===== src/rtl/cic_pkg.sv =====
// Shared types and constants for the CIC decimation path (comb and integrator chains).
package cic_pkg;

  typedef enum logic {
    IDLE = 1'b0,
    RUN  = 1'b1
  } comb_state_t;

  localparam bit QUANT_TRUNC = 1'b0;
  localparam bit QUANT_ROUND = 1'b1;

  // Index width for n entries; never narrower than one bit.
  function automatic int unsigned chan_width(input int unsigned n);
    return (n > 1) ? $clog2(n) : 1;
  endfunction

endpackage


===== src/rtl/cic_comb_delay_store.sv =====
// Per-channel, per-stage comb history registers; exposes the oldest tap and shifts in the stage input.
module cic_comb_delay_store
  import cic_pkg::*;
#(
  parameter int unsigned WIDTH      = 32,
  parameter int unsigned STAGES     = 5,
  parameter int unsigned DIFF_DELAY = 1,
  parameter int unsigned CHANNELS   = 2
) (
  input  logic                              clock,
  input  logic                              reset_n,
  input  logic [chan_width(CHANNELS)-1:0]   ch,
  input  logic [chan_width(STAGES)-1:0]     stage,
  input  logic                              shift,
  input  logic [WIDTH-1:0]                  shift_in,
  output logic [WIDTH-1:0]                  tap
);

  logic [WIDTH-1:0] mem [CHANNELS][STAGES][DIFF_DELAY];

  assign tap = mem[ch][stage][DIFF_DELAY-1];

  always_ff @(posedge clock) begin
    if (!reset_n) begin
      for (int unsigned c = 0; c < CHANNELS; c++)
        for (int unsigned s = 0; s < STAGES; s++)
          for (int unsigned j = 0; j < DIFF_DELAY; j++)
            mem[c][s][j] <= '0;
    end else if (shift) begin
      for (int unsigned j = DIFF_DELAY - 1; j > 0; j--)
        mem[ch][stage][j] <= mem[ch][stage][j-1];
      mem[ch][stage][0] <= shift_in;
    end
  end

endmodule


===== src/rtl/cic_comb_chain.sv =====
// Multi-stage, multi-channel CIC comb section sharing one subtractor across all stages and channels.
module cic_comb_chain
  import cic_pkg::*;
#(
  parameter int unsigned WIDTH      = 32,
  parameter int unsigned OUT_WIDTH  = 24,
  parameter int unsigned STAGES     = 5,
  parameter int unsigned DIFF_DELAY = 1,
  parameter int unsigned CHANNELS   = 2,
  parameter bit          ROUND      = 1'b1
) (
  input  logic                             clock,
  input  logic                             reset_n,
  input  logic                             in_strobe,
  input  logic [chan_width(CHANNELS)-1:0]  in_chan,
  input  logic [WIDTH-1:0]                 in_data,
  output logic                             in_ready,
  output logic                             out_strobe,
  output logic [chan_width(CHANNELS)-1:0]  out_chan,
  output logic [OUT_WIDTH-1:0]             out_data,
  output logic                             overrun
);

  localparam int unsigned CW   = chan_width(CHANNELS);
  localparam int unsigned SW   = chan_width(STAGES);
  localparam int unsigned DROP = WIDTH - OUT_WIDTH;
  localparam logic [CW:0] CHAN_LIMIT = (CW+1)'(CHANNELS);

  comb_state_t       state, state_next;
  logic [CW-1:0]     ch;
  logic [SW-1:0]     stage;
  logic [WIDTH-1:0]  acc, tap, diff;
  logic [OUT_WIDTH-1:0] q;
  logic              accept, last;

  assign in_ready = (state == IDLE);
  assign accept   = in_ready && in_strobe && ({1'b0, in_chan} < CHAN_LIMIT);
  assign last     = (stage == SW'(STAGES - 1));
  assign diff     = acc - tap;

  cic_comb_delay_store #(
    .WIDTH      (WIDTH),
    .STAGES     (STAGES),
    .DIFF_DELAY (DIFF_DELAY),
    .CHANNELS   (CHANNELS)
  ) u_store (
    .clock    (clock),
    .reset_n  (reset_n),
    .ch       (ch),
    .stage    (stage),
    .shift    (state == RUN),
    .shift_in (acc),
    .tap      (tap)
  );

  // Rounding adds half an output LSB in one extra bit so a positive overflow is visible.
  generate
    if (DROP == 0) begin : g_pass
      assign q = diff;
    end else if (ROUND == QUANT_TRUNC) begin : g_trunc
      assign q = diff[WIDTH-1:DROP];
    end else begin : g_round
      localparam logic [WIDTH:0] HALF = (WIDTH+1)'(1) << (DROP - 1);
      logic [WIDTH:0] sum;
      assign sum = {diff[WIDTH-1], diff} + HALF;
      assign q   = (sum[WIDTH] != sum[WIDTH-1]) ? {1'b0, {(OUT_WIDTH-1){1'b1}}}
                                                : sum[WIDTH-1:DROP];
    end
  endgenerate

  always_ff @(posedge clock) begin
    if (!reset_n) state <= IDLE;
    else          state <= state_next;
  end

  always_comb begin
    state_next = state;
    case (state)
      IDLE:    if (accept) state_next = RUN;
      RUN:     if (last)   state_next = IDLE;
      default: state_next = IDLE;
    endcase
  end

  always_ff @(posedge clock) begin
    if (!reset_n) begin
      acc        <= '0;
      ch         <= '0;
      stage      <= '0;
      out_strobe <= 1'b0;
      out_chan   <= '0;
      out_data   <= '0;
      overrun    <= 1'b0;
    end else begin
      out_strobe <= 1'b0;
      if (in_strobe && !in_ready) overrun <= 1'b1;
      if (accept) begin
        acc   <= in_data;
        ch    <= in_chan;
        stage <= '0;
      end else if (state == RUN) begin
        acc <= diff;
        if (last) begin
          out_strobe <= 1'b1;
          out_chan   <= ch;
          out_data   <= q;
        end else begin
          stage <= stage + SW'(1);
        end
      end
    end
  end

endmodule

===== config.mk =====
export PLATFORM = sky130hd
export DESIGN_NAME = cic_comb_chain
export DESIGN_NICKNAME = d
export VERILOG_FILES = /design/src/rtl/cic_pkg.sv /design/src/rtl/cic_comb_delay_store.sv /design/src/rtl/cic_comb_chain.sv
export SDC_FILE = /design/constraint.sdc
export NUM_CORES = 1
export LEC_CHECK = 0
export ABC_AREA = 1
export BUFFER_PORTS_ARGS = -buffer_cell sky130_fd_sc_hd__buf_2
export CORE_MARGIN = 5
export CORE_UTILIZATION = 30
export DETAILED_ROUTE_END_ITERATION = 10
export PLACE_DENSITY = 0.41
export SLEW_MARGIN = 20
export SYNTH_ARGS = -nofsm -noshare
export SYNTH_HDL_FRONTEND = slang
export SYNTH_SLANG_ARGS = --single-unit

===== constraint.sdc =====
create_clock -name clock -period 8.6 [get_ports clock]
set_clock_uncertainty 0.2 [all_clocks]
set_input_delay 1.29 -clock clock [delete_from_list [all_inputs] [get_ports clock]]
set_output_delay 1.29 -clock clock [all_outputs]
set_load 0.03 [all_outputs]

### Word level (Yosys, flattened, before mapping)

Memories as Yosys holds them, arrays and structs flattened. A register that Yosys moved wholly into a read port is not among the register bits.
Cells that the tools add are included.

| word-level totals | value |
|---|---|
| memories | 1 |
| memory bits (writable) | 320 |
| output and inout bits | 28 |
| bits in registers | 64 |
| input bits | 36 |
| word-level logic and storage cells | 51 |

Memory list:

| name | words | bits a word | rd ports | clocked after Yosys merged registers in | wr ports | RTL line | text |
|---|---|---|---|---|---|---|---|
| u_store.mem | 2 | 160 | 1 | 1 | 2 | cic_comb_delay_store.sv:19 | `logic [WIDTH-1:0] mem [CHANNELS][STAGES][DIFF_DELAY];` |

| cells by class | value |
|---|---|
| eq/ne operators | 2 |
| bitwise gates (word level) | 5 |
| reductions and logical operators | 9 |
| $lt $le $gt $ge | 2 |
| multiplexer cells | 21 |
| add/sub/neg operators | 3 |

Operator list:

| kind | count |
|---|---|
| $mux W160 | 3 |
| $mux W32 | 5 |
| $reduce_or A160 Y1 | 1 |
| $bmux W32 S3 | 1 |
| $demux W32 S3 | 1 |
| $add A32 B9 Y33 const B | 1 |
| $sub A32 B32 Y32 | 1 |
| $mux W24 | 1 |
| $mux W1 | 9 |
| $ge A4 B4 Y1 const B | 1 |
| $lt A4 B1 Y1 const B | 1 |
| $not A1 Y1 | 4 |
| $not A3 Y4 | 1 |
| $add A3 B1 Y3 const B | 1 |
| $eq A3 B3 Y1 const B | 1 |
| $logic_and A1 B1 Y1 | 3 |
| $reduce_and A3 Y1 | 1 |
| $reduce_or A3 Y1 | 1 |
| $pmux W1 S2 | 1 |
| $reduce_and A2 Y1 | 1 |
| $reduce_bool A2 Y1 | 1 |
| $reduce_or A2 Y1 | 1 |
| $ne A1 B1 Y1 | 1 |

### Logic depth before layout (Yosys ltp)

| logic depth | value |
|---|---|
| depth after elaboration | 8 |
| gate-level depth with buffers | 34 |
| mapped depth without buffers | 31 |

### Modules after synthesis

From an unflattened synthesis, not the netlist that was laid out.

| unflattened totals | value |
|---|---|
| cell total of the unflattened synthesis | 2,575 |
| area, all modules | 20,449.6 um^2 |

By module, submodules not included:

| module | area an instance (um^2) | instances | cells each | sequential area each (um^2) |
|---|---|---|---|---|
| cic_comb_delay_store | 14,378.8 | 1 | 1,513 | 9,609.2 |
| cic_comb_chain | 6,070.8 | 1 | 1,062 | 1,281.2 |

### Least setup slack after synthesis

No wires, ideal clock.

| path | value |
|---|---|
| kind | register -> register |
| from | reg (tool-made name) |
| to | reg out_data[1] |
| arrival | 4.314 ns |
| clock period less this slack | 4.631 ns |
| path buffers | 3 |
| slack | 3.969 ns |
| required time | 8.283 ns |
| stages on the path, launching flop included | 29 |
| setup time | 0.117 ns |
| cells stage by stage | dfxtp_1 -> inv_1 -> clkbuf_1 -> clkbuf_1 -> clkbuf_1 -> nand2_1 -> a21oi_1 -> a221o_1 -> ha_1 -> fa_1 -> inv_1 -> nand2_1 -> a21oi_1 -> nand2_1 -> nand4_1 -> nand2_2 -> inv_2 -> nand2_2 -> nor2_8 -> nand3_4 -> nor2_4 -> nand2_2 -> o21ai_1 -> inv_1 -> ha_1 -> nor2_1 -> clkinv_1 -> o221ai_1 -> inv_1 |

RTL lines:

| item | RTL line | text |
|---|---|---|
| end signal, assigned | cic_comb_chain.sv:106 | `out_data <= q;` |
| end, declared | cic_comb_chain.sv:20 | `output logic [OUT_WIDTH-1:0] out_data,` |

==> flow_summary.yaml <==
cts:
  clock_latency_ps: 580
  cts-root-buf: "clkbuf_16"
  cts_tree: "built"
  postCtsSetupBuffers: 0
  cts_sinks: 385
  numCtsBuffers: 45
  htree_num_levels: 2
  cts_hold_buf: 0
  cts-resized-gates: 0
  cts_max_path_buffers: 3
  path_clk_slew_ps: 60
sta:
  tightestPinTransition_ps: 1028
  fmax_mhz: 150.0
  slew_headroom_pct: 31.44
  setup_tns_ps: 0
  hold_violations: 0
  rsz0062_at_grt: "false"
  worst_slack_ps: 1932
  drv_slew: 0
  fin_crit_ps: 6668
  setup_viol: 0
  fin_crit_sh_pct: 77.54
placement:
  place_ws_ps: 1922
  gp_congestion: 0.8802
  dp.cells: 3022
  dpl-instance-area_mm2: 0.02067
  port_buffers: 63
  hpwl_um: 42540
synth:
  synthCells: 2170
  yosysSeqAreaShare_pct: 56.41
  synthArstFlopShare_pct: 0
  netlist_area_mm2: 0.01934
  synth-edff-count: 320
  syn-num-nets: 2245
  synthDistinctLibCells: 45
  synth_top_flop_cell: "edfxtp_1"
  ys_top_cells_by_area: "edfxtp_1 (50%), nand2_1 (8.5%), nor2_1 (7.5%)"
  synth.largest_area_cell: "edfxtp_1"
  yosys_register_bits: 385
  synth_area_per_cell_um2: 8.914
  ys.warnings.count: 0
  netlist.area_leader.share_pct: 49.68
critical_path:
  crit_required_ps: 8860
  r2r_slack_ps: 1930
  slowest_stage: "a221oi_1"
  crit_cells: 24
  crit_chain: "inv_4 -> o21ai_0 -> o22ai_1 -> a221oi_1 -> ha_1 -> nand2_2 -> inv_1 -> nand2_1 -> nand2_1 -> a21oi_1 -> nand3_1 -> nand2_1 -> nand2_1 -> nor2_1 -> nand2_1 -> nor2_4 -> nand2_2 -> o21ai_1 -> inv_1 -> ha_1 -> nor2_1 -> clkinv_1 -> o221ai_1 -> inv_1"
  worstSetupEndpointType: "flip-flop"
  cp.arrival_ps: 6930
  crit_type: "reg2reg"
  worst-path-buf-inv: 5
  r2r_end: "out_data[6]"
  cp-start-kind: "flip-flop"
  crit_family: "compound AO/OA/AOI/OAI gates"
  cpMostUsedCell: "nand2_1"
  crit_end: "out_data[6]"
  critPathMaxStageDelay_ps: 830
  worst_r2r_path_depth: 24
  critPathMaxFanout: 95
grt:
  grt_max_degree: 96
  track_usage_pct: 19.12
  grt_pass1_vias: 15560
  antenna_found_initial: 0
  overflow: 0
  grt_pass1_wl_um: 101300
finish:
  layout-drive-gt1-share_pct: 12.72
  stdcell_count: 3104
  utilization_pct: 34.45
  nets: 2289
  multi_input_area_mm2: 0.007142
  diodes: 0
  layout.area.seq_mm2: 0.01092
  nFillCells: 6660
  syn_to_final_growth_pct: 14.19
  final_area_mm2: 0.02209
floorplan:
  core-area_mm2: 0.06412
  io_pins: 64
  die_w_um: 263.9
  num_rows: 93
  dieHeight_um: 263.9
  start_util_pct: 30.17
  dieArea_mm2: 0.06965
route:
  drt-total-wl_um: 68090
  wl_per_cell_um: 21.94
  via_per_inst: 4.947
  ant_nets: 0
  first_pass_iters: 5
  drt-initial-drc-count: 1115
  dr_total_vias: 15350
  drc: 0
power_and_ir_drop:
  vdd_drop_max_mv: 0.1204
  power.density_mw_per_mm2: 253.9
  leakage_uw: 0.009196
run:
  cap_violations: 0
status:
  status: "finished clean"
worst_hold_path:
  hp-class: "reg2reg"
## sequential cells by signal (all words and copies together), names as in the netlist, named ones only
signal and count:
out_strobe 1, acc 32, state 1, overrun 1, out_data 24, ch 1
u_store.mem 320, out_chan 1, stage 3
## layout make-up
cell class              count  area share [%]
clock inverters            15          0.5891
repair buffers             94           2.481
inverters                 263           4.486
clock buffers              67           5.846
flip-flops and latches    385           49.42
well taps                 855           4.843
multi-input cells        1425           32.33
## metal layers
layer	track usage [%]	wire length [µm]	part of all wire, %	vias to the layer above
met3	3.204	3328	4.9	84
met5	0	0	0	-
met1	26.51	31330	46	7575
met2	31.39	31950	47	365
met4	4.797	1481	2.2	0
li1	-	-	-	7330
## logic make-up (layout without fill, tap and decap cells)
family                     count (synthesis)  after routing  share of synthesized area, %
xor gates and xnor gates                  15             15                        0.6792
adders and majority gates                 39             39                         2.562
buffers and inverters                    360            439                         7.025
DFF                                      385            385                         56.41
AOI/OAI and AO/OA                        375            375                         11.35
and+or+nand+nor                          996            996                         21.97
## placed cells by master (no fill, tap or decap), drive strengths merged, types with 2 or more instances in the layout
cell type and count:
buf 94, inv 258, o221ai 11, nand2 484, and3 2, clkinv 17, a21oi 64, dfxtp 65
bufinv 2, a221oi 29, clkbuf 67, nor3 3, o21ai 171, nand3 71, xnor2 6, o22ai 64
or2 2, o21bai 10, a31oi 10, xor2 9, nor2 417, o21a 10, edfxtp 320, ha 38
nand4 15
## cell usage after synthesis, types with 11 or more instances
master / number
o221ai_1: 11
nand4_1: 14
nand3_1: 62
nand2_2: 35
nor2_1: 388
ha_1: 38
inv_2: 27
o21ai_0: 168
o22ai_1: 64
clkbuf_1: 84
dfxtp_1: 65
edfxtp_1: 320
a221oi_1: 29
a21oi_1: 64
nand2_1: 439
inv_1: 231
nor2_2: 18
## how the worst min path moves through the flow
stage | start | depth (start not counted) | end
global route | overrun | 2 | overrun
finish | overrun | 2 | overrun
global placement | overrun | 2 | overrun
CTS | overrun | 2 | overrun
floorplan | acc[3] | 2 | acc[3]
detailed placement | overrun | 2 | overrun
## stage by stage
stage / power, µW / hold WS (ps)
floorplan: 3287 / 281.6
global placement: 3778 / 283.8
detailed placement: 3775 / 293.4
CTS: 5670 / 302.1
global route: 5909 / 339.1
finish: 5609 / 303.5
## tightest hold or removal path: stages (launching register included)
cell and delay [ps]:
dfxtp_1 320, nand2_1 60, o21ai_0 70
## report_power, final
group          switching (µW)  internal (µW)  total, µW  leakage, µW
Sequential               62.5           2160       2230      0.00383
Clock                     783           1100       1880     0.000689
Combinational            1090            413       1500      0.00468
No activity file was read; power rests on OpenSTA's default activity.
